### config.mk
export PLATFORM = sky130hd
export DESIGN_NAME = pipe_ctrl
export DESIGN_NICKNAME = d
export VERILOG_FILES = /design/src/rtl/pipe_ctrl.sv
export SDC_FILE = /design/constraint.sdc
export NUM_CORES = 1
export LEC_CHECK = 0
export CORE_MARGIN = 4
export CORE_UTILIZATION = 50
export CTS_BUF_LIST = sky130_fd_sc_hd__clkbuf_4
export DETAILED_ROUTE_END_ITERATION = 12
export GPL_TIMING_DRIVEN = 0
export PLACE_DENSITY = 0.89
export SLEW_MARGIN = 30
export SYNTH_ARGS = -nofsm -noshare
export SYNTH_HDL_FRONTEND = slang
export SYNTH_SLANG_ARGS = --single-unit
### constraint.sdc
create_clock -name clk -period 4.2 [get_ports clk]
set_input_delay 1.26 -clock clk [delete_from_list [all_inputs] [get_ports clk]]
set_output_delay 1.26 -clock clk [all_outputs]
set_load 0.02 [all_outputs]
### src/rtl/pipe_ctrl.sv
// pipe_ctrl: pipeline hazard controller for memory waits, multi-cycle EX ops, load-use and redirect
module pipe_ctrl #(
   parameter int REG_AW     = 5,
   parameter int MUL_CYCLES = 3,
   parameter int DIV_CYCLES = 33
) (
   input  logic              clk,
   input  logic              rst_n,
   input  logic [REG_AW-1:0] id_rs1,
   input  logic [REG_AW-1:0] id_rs2,
   input  logic              id_use_rs1,
   input  logic              id_use_rs2,
   input  logic              ex_valid,
   input  logic [REG_AW-1:0] ex_rd,
   input  logic              ex_is_load,
   input  logic              ex_is_mul,
   input  logic              ex_is_div,
   input  logic              ex_redirect,
   input  logic              mem_busy,
   output logic              stall_if,
   output logic              stall_id,
   output logic              stall_ex,
   output logic              flush_id,
   output logic              flush_ex,
   output logic              md_busy,
   output logic [1:0]        state
);
   typedef enum logic [1:0] {RUN = 2'd0, MDIV = 2'd1, MEMW = 2'd2, REDIR = 2'd3} state_t;
   localparam logic [7:0] MUL_LD = 8'(MUL_CYCLES - 1);
   localparam logic [7:0] DIV_LD = 8'(DIV_CYCLES - 1);
   state_t     cur, nxt, sav, sav_n;
   logic [7:0] cnt, cnt_n, md_ld;
   logic       md_go, load_use, redir, last;
   // The entry cycle counts as the first EX cycle, so MDIV runs for the remaining
   // count and its final cycle (count 1) releases the instruction out of EX.
   assign md_ld    = ex_is_div ? DIV_LD : MUL_LD;
   assign md_go    = ex_valid & (ex_is_mul | ex_is_div) & (md_ld != 8'd0);
   assign load_use = ex_valid & ex_is_load & (|ex_rd) &
                     ((id_use_rs1 & (id_rs1 == ex_rd)) | (id_use_rs2 & (id_rs2 == ex_rd)));
   assign redir    = ex_valid & ex_redirect;
   assign last     = cnt < 8'd2;
   assign state    = cur;
   assign md_busy  = (cur == MDIV) | ((cur == MEMW) & (sav == MDIV));
   // State, saved state and multi-cycle counter
   always_ff @(posedge clk) begin
      if (!rst_n) begin
         cur <= RUN;
         sav <= RUN;
         cnt <= 8'd0;
      end else begin
         cur <= nxt;
         sav <= sav_n;
         cnt <= cnt_n;
      end
   end
   // Next state and stall/flush decode, prioritised mem_busy > multi-cycle > load-use > redirect
   always_comb begin
      nxt      = cur;
      sav_n    = sav;
      cnt_n    = cnt;
      stall_if = 1'b0;
      stall_id = 1'b0;
      stall_ex = 1'b0;
      flush_id = 1'b0;
      flush_ex = 1'b0;
      if (rst_n) begin
         if (mem_busy) begin
            {stall_if, stall_id, stall_ex} = 3'b111;
            nxt   = MEMW;
            sav_n = (cur == MEMW) ? sav : cur;
            cnt_n = (cur == MDIV && !last) ? cnt - 8'd1 : cnt;
         end else begin
            case (cur)
               RUN: begin
                  if (md_go) begin
                     {stall_if, stall_id, stall_ex} = 3'b111;
                     cnt_n = md_ld;
                     nxt   = MDIV;
                  end else if (load_use) begin
                     {stall_if, stall_id, flush_ex} = 3'b111;
                  end else if (redir) begin
                     {flush_id, flush_ex} = 2'b11;
                     nxt = REDIR;
                  end
               end
               MDIV: begin
                  {stall_if, stall_id, stall_ex} = {3{!last}};
                  {flush_id, flush_ex} = {2{last & redir}};
                  cnt_n = last ? 8'd0 : cnt - 8'd1;
                  nxt   = !last ? MDIV : (redir ? REDIR : RUN);
               end
               MEMW: begin
                  {stall_if, stall_id, stall_ex} = 3'b111;
                  nxt = sav;
               end
               REDIR: begin
                  flush_id = 1'b1;
                  nxt      = RUN;
               end
            endcase
         end
      end
   end
endmodule

Word-level counts from Yosys, hierarchy flattened. Cells that the tools add are included.

Add/sub/neg operators: 1. $lt $le $gt $ge: 1. Eq/ne operators: 12. Muxes and demuxes: 33. Bitwise gates (word level): 15. Reduce and logical (&&, ||, !) cells: 11.

Operators with widths (count): 8-bit two-way mux (4); 1-bit two-way mux (16); 8-bit one-hot mux with 2 select lines (1); 2-bit two-way mux (6); 1-bit bitwise AND (10); 5-bit equality test (2); 3-bit != test (second input constant) (3); 1-bit one-hot mux with 3 select lines (3); 8-bit by 2-bit less-than comparator with 1-bit output (second input constant) (1); 4-bit != test (second input constant) (2); 2-bit one-hot mux with 4 select lines (1); 8-bit nonzero test (1); 8-bit by 1-bit subtractor with 8-bit output (second input constant) (1); 6-bit two-way mux (1); 2-bit AND reduction (3); 5-bit OR reduction (1); 2-bit by 1-bit equality test with 1-bit output (second input constant) (2); 2-bit equality test (second input constant) (2); 1-bit OR (3); 3-bit AND reduction (1); 3-bit nonzero test (1); 2-bit logical NOT (1); 2-bit by 1-bit != test with 1-bit output (second input constant) (1); 1-bit NOT (2); other kinds (4) (4).

Flip-flop bits (word level): 12. Input port bits: 25. Output and inout bits: 8. Word-level logic and storage cells: 77.

Logic depth before layout (Yosys ltp). Gate-level depths: netlist (run 1).

Depth after elaboration: 9. Mapped depth: 6. Mapped depth without buffers: 6.

Least setup slack after synthesis (run 1). No wires, ideal clock.

Kind: input port to output port. Start: in ex_rd[1]. End: out flush_id. Arrival: 2.652 ns. Required time: 2.940 ns. Setup slack: 0.288 ns. Stages: 4. Path buffers: 0. Cell sequence: or4_1 o211ai_2 a21oi_1 a211oi_1.

Cells in the longest elaborated chain, start to end: 9. Elaborated cells on any way between the ends: 13. Classes of those cells: eq/ne: 2; mux: 5; bitwise: 5; reduce/logical: 1.

Ends and longest elaborated chain: start: declaration (RTL line 14) `input logic [REG_AW-1:0] ex_rd,`; 5-bit equality test (RTL line 39) `((id_use_rs1 & (id_rs1 == ex_rd)) | (id_use_rs2 & (id_rs2 == ex_rd)));`; 1-bit bitwise AND (RTL line 39); 1-bit OR (RTL line 39); 1-bit bitwise AND (*) (RTL line 38) `assign load_use = ex_valid & ex_is_load & (|ex_rd) &`; 1-bit two-way mux (*) (RTL line 79) `end else if (load_use) begin`; 1-bit two-way mux (*) (RTL line 75) `if (md_go) begin`; 1-bit one-hot mux with 3 select lines (*) (RTL line 73) `case (cur)`; 1-bit two-way mux (*) (RTL line 67) `if (mem_busy) begin`; 1-bit two-way mux (*) (RTL line 66) `if (rst_n) begin`; end: declaration (RTL line 23) `output logic flush_id,`.

Every way passes the cells marked *; elsewhere a longest branch is shown, timed or not.

Worst setup path in the final report (run 1). Same ends and word-level chain as after synthesis.

==> flow_summary_export.csv, run 1 <==
group,metric,value,unit
synthesis,synth_simple_gate_area_share,28.85,%
timing,min_period,4.130,ns
floorplan,start_util,54.70,%
synthesis,netlist_top_cells_area,"dfxtp_1 (22%), xnor2_1 (7.9%), a21oi_1 (4.5%)",
drt,highest_layer,"met4",
worst_setup_path,crit_top_cell,"buf_4",
power_and_ir_drop,cellLeakagePower,0.5427,nW
outcome,status,"complete, no violations",
drt,ant_nets,0,
drt,wl_per_cell,17.00,um
worst_setup_path,cp.arrival,2.87,ns
timing,fmaxAchievable,242.1,MHz
global_route,grt_max_degree,11,
timing,holdWs,0.5014,ns
timing,fin_crit_sh,98.34,%
drt,drt-met1-wl,1296,um
synthesis,synth_xor_xnor_area_share,7.919,%
cells_and_area,postLayoutCoreUtil,75.25,%
floorplan,ios,33,
clocking,clk_path_buf_depth,2,
drt,wl_met3,280,um
global_route,grt_pass1_wl,5713,um
place,io_buffers,32,
synthesis,yosysWarnings,0,
worst_setup_path,crit_chain,"dlygate4sd2_1, or4_4, o211ai_2, buf_4, a21oi_1, a211oi_2, buf_4",
floorplan,die-area,3029,um2
synthesis,synthAdderAreaFrac,1.131,%
global_route,grt_pass1_vias,1242,
synthesis,ys.flop_type,"dfxtp_1",
worst_setup_path,slowest_delay,0.54,ns
worst_setup_path,cp_slowest_cell,"or4_4",
run,timing.max_cap.violations,0,
drt,via_per_inst,6.252,
timing,relSlewSlack,64.54,%
synthesis,synth_compound_area_share,34.16,%
synthesis,ys_seq_elements,12,
synthesis,synthMuxAreaShare,0.9050,%
place,dp_hpwl,2610,um
cells_and_area,finalNetCount,202,
drt,first_pass_iters,4,
floorplan,die_w,55.04,um
clocking,clock-sinks,12,
worst_setup_path,crit_fanout,4,
synthesis,ys_seq_area_share,21.72,%
clocking,cts_tree,"built",
timing,tns,0,ns
timing,finalHoldViolCount,0,
floorplan,fp.dieH,55.04,um
floorplan,core_area,2022,um2
drt,vias,1263,
global_route,antenna_found_initial,0,
synthesis,synthCells,137,
timing,rsz0062_at_grt,"no",
cells_and_area,fin_area,1521,um2
timing,setup_violations,0,
cells_and_area,area_growth,37.56,%
floorplan,num_rows,16,
worst_setup_path,critical_path.top_delay_family,"buffers and inverters",
drt,drc,0,
global_route,overflow,0,
place,dpl_cell_area,1460,um2
drt,wirelength,3434,um
cells_and_area,drive_above_1_share,18.29,%
clocking,h-tree-depth,1,
worst_setup_path,crit_buf_inv,3,
timing,drv_slew,0,
worst_hold_path,min_path_type,"flip-flop to flip-flop",
clocking,clk_latency,0.29,ns
synthesis,yosys.cell_types.count,49,
worst_setup_path,endpoint_kind,"output port",
worst_setup_path,cp.required,2.94,ns
cells_and_area,n_antenna_cell,0,
synthesis,yosysTopAreaCell,"dfxtp_1",
place,post-place-cells,196,
clocking,path_clk_slew,0.08,ns
drt,drtIter0Drc,30,
place,place_ws,-0.6996,ns
power_and_ir_drop,ir_drop,0.2435,mV
worst_setup_path,cp-start-kind,"input port",
timing,skew,0.004420,ns
synthesis,synth_top_family_by_area,"compound AO/OA/AOI/OAI gates",
synthesis,synth_top_area_share,21.72,%
timing,setup_slack,0.06979,ns
timing,worst_pin_slew,0.5279,ns
synthesis,synth_area_per_cell,8.073,um2
clocking,cts_buffers,3,
synthesis,syn-num-nets,163,
clocking,cts_root_buf,"clkbuf_4",
synthesis,synthesis.area,1106,um2
synthesis,synth-edff-count,0,
drt,route.met2.wl,1754,um
cells_and_area,instances_no_fill,202,
power_and_ir_drop,powerDensity,263.9,nW/um2
global_route,grtUsageTotal,26.44,%
place,place_congestion,0.9225,
power_and_ir_drop,p_total,401.6,uW
worst_setup_path,critPathKind,"input port to output port",
synthesis,synthArstFlopShare,0,%
[power by group]
group	total (mW)	switching, mW	internal (mW)
registers	0.137	0.0151	0.122
logic	0.184	0.101	0.0831
clock network	0.0805	0.0458	0.0347
[timing repair]
| action | in CTS | in global routing |
|---|---|---|
| setup buffers | 2 | 0 |
| endpoints found under the hold margin | 0 | 0 |
| endpoints found under the setup margin | 5 | 3 |
| pin swaps | 3 | 0 |
| gates cloned | 0 | 0 |
| hold buffers | 0 | 0 |
| gates resized for setup | 26 | 5 |
[worst paths after layout]
| path | start | end | slack (ns) | cells after the start |
|---|---|---|---|---|
| worst max-delay path | ex_rd[1] | flush_id | 0.07 | 7 |
| worst min-delay path | cnt[7]$_SDFFE_PN0P_ | cnt[7]$_SDFFE_PN0P_ | 0.50 | 2 |
| worst max register to register | cnt[2]$_SDFFE_PN0P_ | cnt[7]$_SDFFE_PN0P_ | 2.60 | 4 |
| worst min register to register | cnt[7]$_SDFFE_PN0P_ | cnt[7]$_SDFFE_PN0P_ | 0.50 | 2 |
[sequential cells by signal, indices dropped and copies added, names as in the netlist]
name / cells
cnt: 8
state: 2
sav: 2
[cell usage after synthesis, types with 3 or more instances]
library cell,n
a21o_1,4
a21oi_1,10
dfxtp_1,12
inv_1,9
nand2_1,10
nand2b_1,3
nand3_1,8
nand4_1,5
nor2_1,8
nor3_1,5
nor4_1,3
o211ai_1,3
o21a_1,3
o21ai_0,3
xnor2_1,10
[cell usage in the layout, fill, tap and decap left out, drive strengths merged, types with 4 or more instances in the layout]
cell	instances
nor4	4
dlygate4sd2	7
nor2	8
nand3	9
a21o	5
a21oi	10
nor3	6
clkbuf	6
buf	8
xnor2	10
o21ai	6
o211ai	5
nand2	10
nand4	5
dfxtp	12
inv	9
clkdlybuf4s50	20
[cell families (layout without fill, tap and decap cells)]
kind of cell               count (synthesis)  after routing
xor gates and xnor gates                  10             10
muxes                                      1              1
and+or+nand+nor                           53             53
AOI/OAI and AO/OA                         46             46
DFF                                       12             12
buffers and inverters                     14             52
adders and majority gates                  1              1
[per-layer routing]
| metal | vias to the layer above | GRT usage (%) |
|---|---|---|
| li1 | 599 | - |
| met4 | 0 | 11.34 |
| met5 | - | 0 |
| met2 | 63 | 46.65 |
| met3 | 15 | 6.702 |
| met1 | 586 | 29.82 |
[tightest hold or removal path: cells and delay by family (launching register included)]
kind / cells / cell delay, ns
flops: 1 / 0.35
buf+inv: 1 / 0.08
compound gates: 1 / 0.04
[area by class of cell]
cell class / instances / area, um2
multi-input cells: 111 / 848.3
fillers: 149 / 500.5
repair buffers: 34 / 314.1
flip-flops and latches: 12 / 240.2
inverters: 9 / 33.78
well taps: 27 / 33.78
plain buffers: 5 / 25.02
clock buffers: 3 / 22.52
clock inverters: 1 / 3.754
Power figures use the tool's default switching activity.
==> run 2, diff against run 1 <==
--- a/config.mk
+++ b/config.mk
@@ -5,12 +5,13 @@
 export SDC_FILE = /design/constraint.sdc
 export NUM_CORES = 1
 export LEC_CHECK = 0
+export ABC_AREA = 1
 export CORE_MARGIN = 4
 export CORE_UTILIZATION = 50
 export CTS_BUF_LIST = sky130_fd_sc_hd__clkbuf_4
 export DETAILED_ROUTE_END_ITERATION = 12
 export GPL_TIMING_DRIVEN = 0
-export PLACE_DENSITY = 0.89
+export PLACE_DENSITY = 0.9
 export SLEW_MARGIN = 30
 export SYNTH_ARGS = -nofsm -noshare
 export SYNTH_HDL_FRONTEND = slang
==> flow_summary_export.csv, run 2 <==
group,metric,value,unit
power_and_ir_drop,powerDensity,263.1,nW/um2
drt,wl_per_cell,11.53,um
synthesis,yosysMostFrequentCell,"nand2_1",
drt,vias,1213,
synthesis,yosysTopAreaCell,"dfxtp_1",
cells_and_area,fin_area,1438,um2
place,place_congestion,0.8455,
floorplan,ios,33,
clocking,h-tree-depth,1,
power_and_ir_drop,cellLeakagePower,0.7324,nW
floorplan,die-area,2950,um2
worst_setup_path,crit_top_cell,"nand2_1",
cells_and_area,regMostFlops,"cnt",
drt,route.met2.wl,1441,um
cells_and_area,n_antenna_cell,0,
timing,min_period,4.035,ns
global_route,grt_pass1_wl,4623,um
clocking,cts_root_buf,"clkbuf_4",
synthesis,synth-edff-count,0,
worst_setup_path,reg2reg_slack,2.82,ns
synthesis,yosys.cell_types.count,30,
global_route,overflow,0,
worst_setup_path,endpoint_kind,"output port",
global_route,antenna_found_initial,0,
timing,setup_slack,0.1650,ns
power_and_ir_drop,ir_drop,0.2894,mV
floorplan,start_util,53.56,%
cells_and_area,largest_register_ffs,8,
clocking,path_clk_slew,0.08,ns
place,io_buffers,32,
global_route,grtUsageTotal,20.94,%
floorplan,num_rows,16,
drt,ant_nets,0,
synthesis,synthesis.area,1072,um2
drt,drt-met1-wl,1144,um
worst_setup_path,critPathKind,"input port to output port",
timing,fmaxAchievable,247.8,MHz
place,dp_hpwl,2246,um
floorplan,fp.dieH,54.31,um
floorplan,die_w,54.31,um
synthesis,ys_seq_elements,12,
cells_and_area,finalNetCount,241,
drt,drtIter0Drc,24,
drt,drc,0,
timing,skew,0.004987,ns
cells_and_area,area_growth,34.07,%
drt,wl_met3,159,um
worst_setup_path,crit_fanout,4,
worst_setup_path,cp_slowest_cell,"clkdlybuf4s50_1",
timing,finalHoldViolCount,0,
clocking,cts_tree,"built",
worst_setup_path,cp-start-kind,"input port",
synthesis,syn-num-nets,204,
timing,worst_pin_slew,0.2677,ns
cells_and_area,layout_commonest_cell,"nand2_1",
place,place_ws,-0.3020,ns
run,timing.max_cap.violations,0,
cells_and_area,final_cell_mix,"nand2_1 (53), inv_1 (29), clkdlybuf4s50_1 (27)",
clocking,clk_path_buf_depth,2,
timing,drv_slew,0,
drt,via_per_inst,5.033,
worst_setup_path,cp.arrival,2.78,ns
synthesis,synthCells,178,
timing,setup_violations,0,
clocking,clock-sinks,12,
outcome,status,"complete, no violations",
synthesis,netlist_top_cells_area,"dfxtp_1 (22%), nand2_1 (19%), inv_1 (10%)",
synthesis,ys_top_cells_by_count,"nand2_1 (53), inv_1 (29), nor2_1 (17), nand3_1 (13)",
timing,relSlewSlack,81.96,%
synthesis,synth_top_area_share,22.40,%
drt,first_pass_iters,4,
clocking,post_cts_buffers,0,
worst_hold_path,min_path_type,"flip-flop to flip-flop",
drt,highest_layer,"met4",
clocking,clk_latency,0.28,ns
worst_setup_path,cp.required,2.94,ns
worst_setup_path,crit_chain,"clkdlybuf4s50_1, inv_1, nand2_1, nand2_1, nor2_1, nand3_1, nand2_1, nand2_1, o21ai_2, buf_4, buf_4",
timing,fin_crit_sh,96.07,%
global_route,grt_pass1_vias,1220,
place,post-place-cells,237,
cells_and_area,postLayoutCoreUtil,71.81,%
timing,rsz0062_at_grt,"no",
drt,wirelength,2779,um
floorplan,core_area,2002,um2
synthesis,synth_area_per_cell,6.024,um2
cells_and_area,drive_above_1_share,13.55,%
cells_and_area,instances_no_fill,241,
synthesis,synthArstFlopShare,0,%
synthesis,yosysWarnings,0,
place,dpl_cell_area,1426,um2
synthesis,ys.flop_type,"dfxtp_1",
synthesis,ys_seq_area_share,22.40,%
global_route,grt_max_degree,11,
worst_setup_path,slowest_delay,0.51,ns
clocking,cts_buffers,3,
[run 2: worst paths after layout]
path	from	endpoint	depth (start not counted)
max	ex_rd[3]	stall_if	11
min	cnt[0]$_SDFFE_PN0P_	cnt[0]$_SDFFE_PN0P_	1
max reg2reg	state[0]$_SDFFE_PP0P_	state[1]$_SDFFE_PN0P_	8
min reg2reg	cnt[0]$_SDFFE_PN0P_	cnt[0]$_SDFFE_PN0P_	1
[run 2: cell families after synthesis]
kind of cell | after synthesis | synth area share (%)
compound gates | 26 | 15.40
flops | 12 | 22.40
buf+inv | 38 | 13.65
fa+ha+maj | 1 | 1.167
xor+xnor | 1 | 0.8170
simple gates | 100 | 46.56
[run 2: worst max-delay path: cells and delay by family]
kind,cells,cell delay [ns]
buffers and inverters,4,0.85
AND/OR/NAND/NOR,6,0.47
AO/OA/AOI/OAI,1,0.19
[run 2: cell type report]
cell class                 instances  area, um2
clock buffer                       3      22.52
buffer                             1      7.507
clock inverter                     1      3.754
fill                             174      564.3
tap                               27      33.78
timing repair buffer              32      305.3
multi-input combinational        128      685.7
sequential                        12      240.2
inverter                          37      138.9
[run 2: per-stage QoR]
| stage | hold slack (ns) | setup TNS, ns | power (mW) |
|---|---|---|---|
| floorplan | 0.4256 | 0 | 0.2492 |
| global placement | 0.4422 | -0.8811 | 0.2995 |
| detailed placement | 0.4529 | -0.9864 | 0.3058 |
| CTS | 0.4769 | 0 | 0.3804 |
| global route | 0.4980 | 0 | 0.4048 |
| finish | 0.4809 | 0 | 0.3783 |
[run 2: per-layer routing]
layer / track usage (%) / vias up
met3: 2.997 / 5
met4: 7.884 / 0
li1: - / 628
met1: 21.67 / 539
met2: 41.43 / 41
met5: 0 / -
[run 2: report_power, final]
part           leakage (nW)  switching [mW]  internal, mW
combinational         0.619          0.0976        0.0722
clock                0.0154          0.0409        0.0344
sequential           0.0981          0.0102         0.123
[run 2: what timing repair did]
item                                    CTS  global route
hold buffers                              0             0
cloned                                    0             0
endpoints found under the setup margin    4             4
gates resized for setup                   6             6
pin swaps                                 0             0
==> run 3, diff against run 2 <==
--- a/config.mk
+++ b/config.mk
@@ -8,7 +8,7 @@
 export ABC_AREA = 1
 export CORE_MARGIN = 4
 export CORE_UTILIZATION = 50
-export CTS_BUF_LIST = sky130_fd_sc_hd__clkbuf_4
+export CTS_BUF_LIST = sky130_fd_sc_hd__clkbuf_4 sky130_fd_sc_hd__clkbuf_8 sky130_fd_sc_hd__clkbuf_16
 export DETAILED_ROUTE_END_ITERATION = 12
 export GPL_TIMING_DRIVEN = 0
 export PLACE_DENSITY = 0.9
==> flow_summary_export.csv, run 3 (same netlist as run 2, synthesis figures left out) <==
group,metric,value,unit
clocking,cts_hold_buffers,0,
place,io_buffers,32,
run,timing.max_cap.violations,0,
timing,fmaxAchievable,247.6,MHz
clocking,post_cts_buffers,0,
worst_setup_path,reg2reg_depth,6,
cells_and_area,finalNetCount,241,
floorplan,num_rows,16,
timing,skew,0.008339,ns
clocking,h-tree-depth,1,
place,dp_hpwl,2246,um
worst_setup_path,cp-start-kind,"input port",
worst_setup_path,endpoint_kind,"output port",
drt,via_per_inst,5.033,
clocking,cts_tree,"built",
drt,drtIter0Drc,22,
clocking,clock-sinks,12,
worst_setup_path,r2r_end,"cnt[2]$_SDFFE_PN0P_",
timing,setup_violations,0,
worst_setup_path,critPathKind,"input port to output port",
worst_setup_path,cp.required,2.94,ns
worst_hold_path,holdCritStartpoint,"cnt[0]$_SDFFE_PN0P_",
timing,drv_slew,0,
drt,ant_nets,0,
global_route,overflow,0,
global_route,grt_pass1_wl,4602,um
timing,min_period,4.038,ns
cells_and_area,postLayoutCoreUtil,72.31,%
place,place_congestion,0.8455,
drt,drc,0,
worst_setup_path,cp_slowest_cell,"clkdlybuf4s50_1",
worst_setup_path,cp.arrival,2.78,ns
cells_and_area,regMostFlops,"cnt",
floorplan,fp.dieH,54.31,um
worst_setup_path,crit_top_cell,"nand2_1",
worst_setup_path,crit_fanout,4,
timing,rsz0062_at_grt,"no",
global_route,grt_pass1_vias,1201,
drt,wirelength,2803,um
cells_and_area,final_cell_mix,"nand2_1 (53), inv_1 (29), clkdlybuf4s50_1 (27)",
global_route,grtUsageTotal,20.88,%
drt,first_pass_iters,4,
floorplan,die_w,54.31,um
floorplan,ios,33,
cells_and_area,drive_above_1_share,14.02,%
drt,vias,1213,
global_route,grt_max_degree,11,
worst_setup_path,r2r-start,"state[0]$_SDFFE_PP0P_",
timing,finalHoldViolCount,0,
floorplan,start_util,53.56,%
worst_setup_path,crit_chain,"clkdlybuf4s50_1, inv_1, nand2_1, nand2_1, nor2_1, nand3_1, nand2_1, nand2_1, o21ai_2, buf_4, buf_4",
clocking,cts_root_buf,"clkbuf_4",
outcome,status,"complete, no violations",
timing,worst_pin_slew,0.2678,ns
floorplan,core_area,2002,um2
worst_hold_path,min_path_type,"flip-flop to flip-flop",
timing,fin_crit_sh,96.14,%
power_and_ir_drop,cellLeakagePower,0.7380,nW
global_route,antenna_found_initial,0,
cells_and_area,n_antenna_cell,0,
place,place_ws,-0.3020,ns
clocking,path_clk_slew,0.08,ns
drt,wl_per_cell,11.63,um
worst_hold_path,whs_endpoint,"cnt[0]$_SDFFE_PN0P_",
power_and_ir_drop,powerDensity,276.1,nW/um2
worst_setup_path,slowest_delay,0.51,ns
cells_and_area,largest_register_ffs,8,
cells_and_area,area_growth,35.01,%
timing,tns,0,ns
floorplan,die-area,2950,um2
clocking,clk_latency,0.28,ns
cells_and_area,layout_commonest_cell,"nand2_1",
clocking,cts_buffers,3,
timing,setup_slack,0.1620,ns
power_and_ir_drop,ir_drop,0.2919,mV
clocking,clk_path_buf_depth,2,
timing,relSlewSlack,81.96,%
worst_hold_path,hold-path-cell-count,1,
worst_setup_path,reg2reg_slack,2.84,ns
-- run 3: repair_timing --
action,4_1_cts,5_1_grt
cloned,0,0
resized for setup,6,6
endpoints found under the setup margin,4,4
endpoints found under the hold margin,0,0
-- run 3: worst max-delay path, delay by kind of cell --
kind | cells | cell delay (ns)
buffers and inverters | 4 | 0.85
AND/OR/NAND/NOR | 6 | 0.48
AO/OA/AOI/OAI | 1 | 0.19
-- run 3: power breakdown --
part	leakage, nW	total, mW	switching [mW]	internal [mW]
Clock	0.0210	0.0963	0.0435	0.0527
Combinational	0.619	0.170	0.0980	0.0722
Sequential	0.0981	0.133	0.0101	0.123
-- run 3: final cells by class --
class / instances / area [um2]
Buffer: 1 / 7.507
Clock buffer: 4 / 36.28
Fill cell: 173 / 554.3
Inverter: 37 / 138.9
Multi-Input combinational cell: 128 / 685.7
Sequential cell: 12 / 240.2
Tap cell: 27 / 33.78
Timing Repair Buffer: 32 / 305.3
-- run 3: stage by stage --
| stage | cells | power [mW] | hold WS, ns | cell area, um2 |
|---|---|---|---|---|
| final | 241 | 0.3996 | 0.4785 | 1448 |
| after global routing | 241 | 0.4237 | 0.4980 | 1448 |
| after CTS | 241 | 0.3990 | 0.4769 | 1458 |
| after detailed placement | 237 | 0.3058 | 0.4529 | 1426 |
| after global placement | 237 | 0.2995 | 0.4422 | 1426 |
| after floorplan | 178 | 0.2492 | 0.4256 | 1072 |
-- run 3: worst max-delay path by stage --
stage	startpoint	to	slack (ns)	cells after the start
after detailed placement	ex_rd[3]	stall_if	-0.30	11
after CTS	ex_rd[3]	flush_ex	0.01	12
after global placement	ex_rd[0]	stall_if	-0.28	11
final	ex_rd[3]	stall_if	0.16	11
after global routing	ex_rd[3]	flush_ex	0.02	12
after floorplan	ex_rd[2]	stall_if	0.77	9
-- run 3: layer usage --
metal | global-route usage (%) | vias up | routed length [um]
li1 | - | 629 | -
met2 | 41.63 | 36 | 1455
met3 | 2.725 | 5 | 160
met4 | 6.639 | 0 | 35
met5 | 0 | - | 0
met1 | 22.00 | 543 | 1152
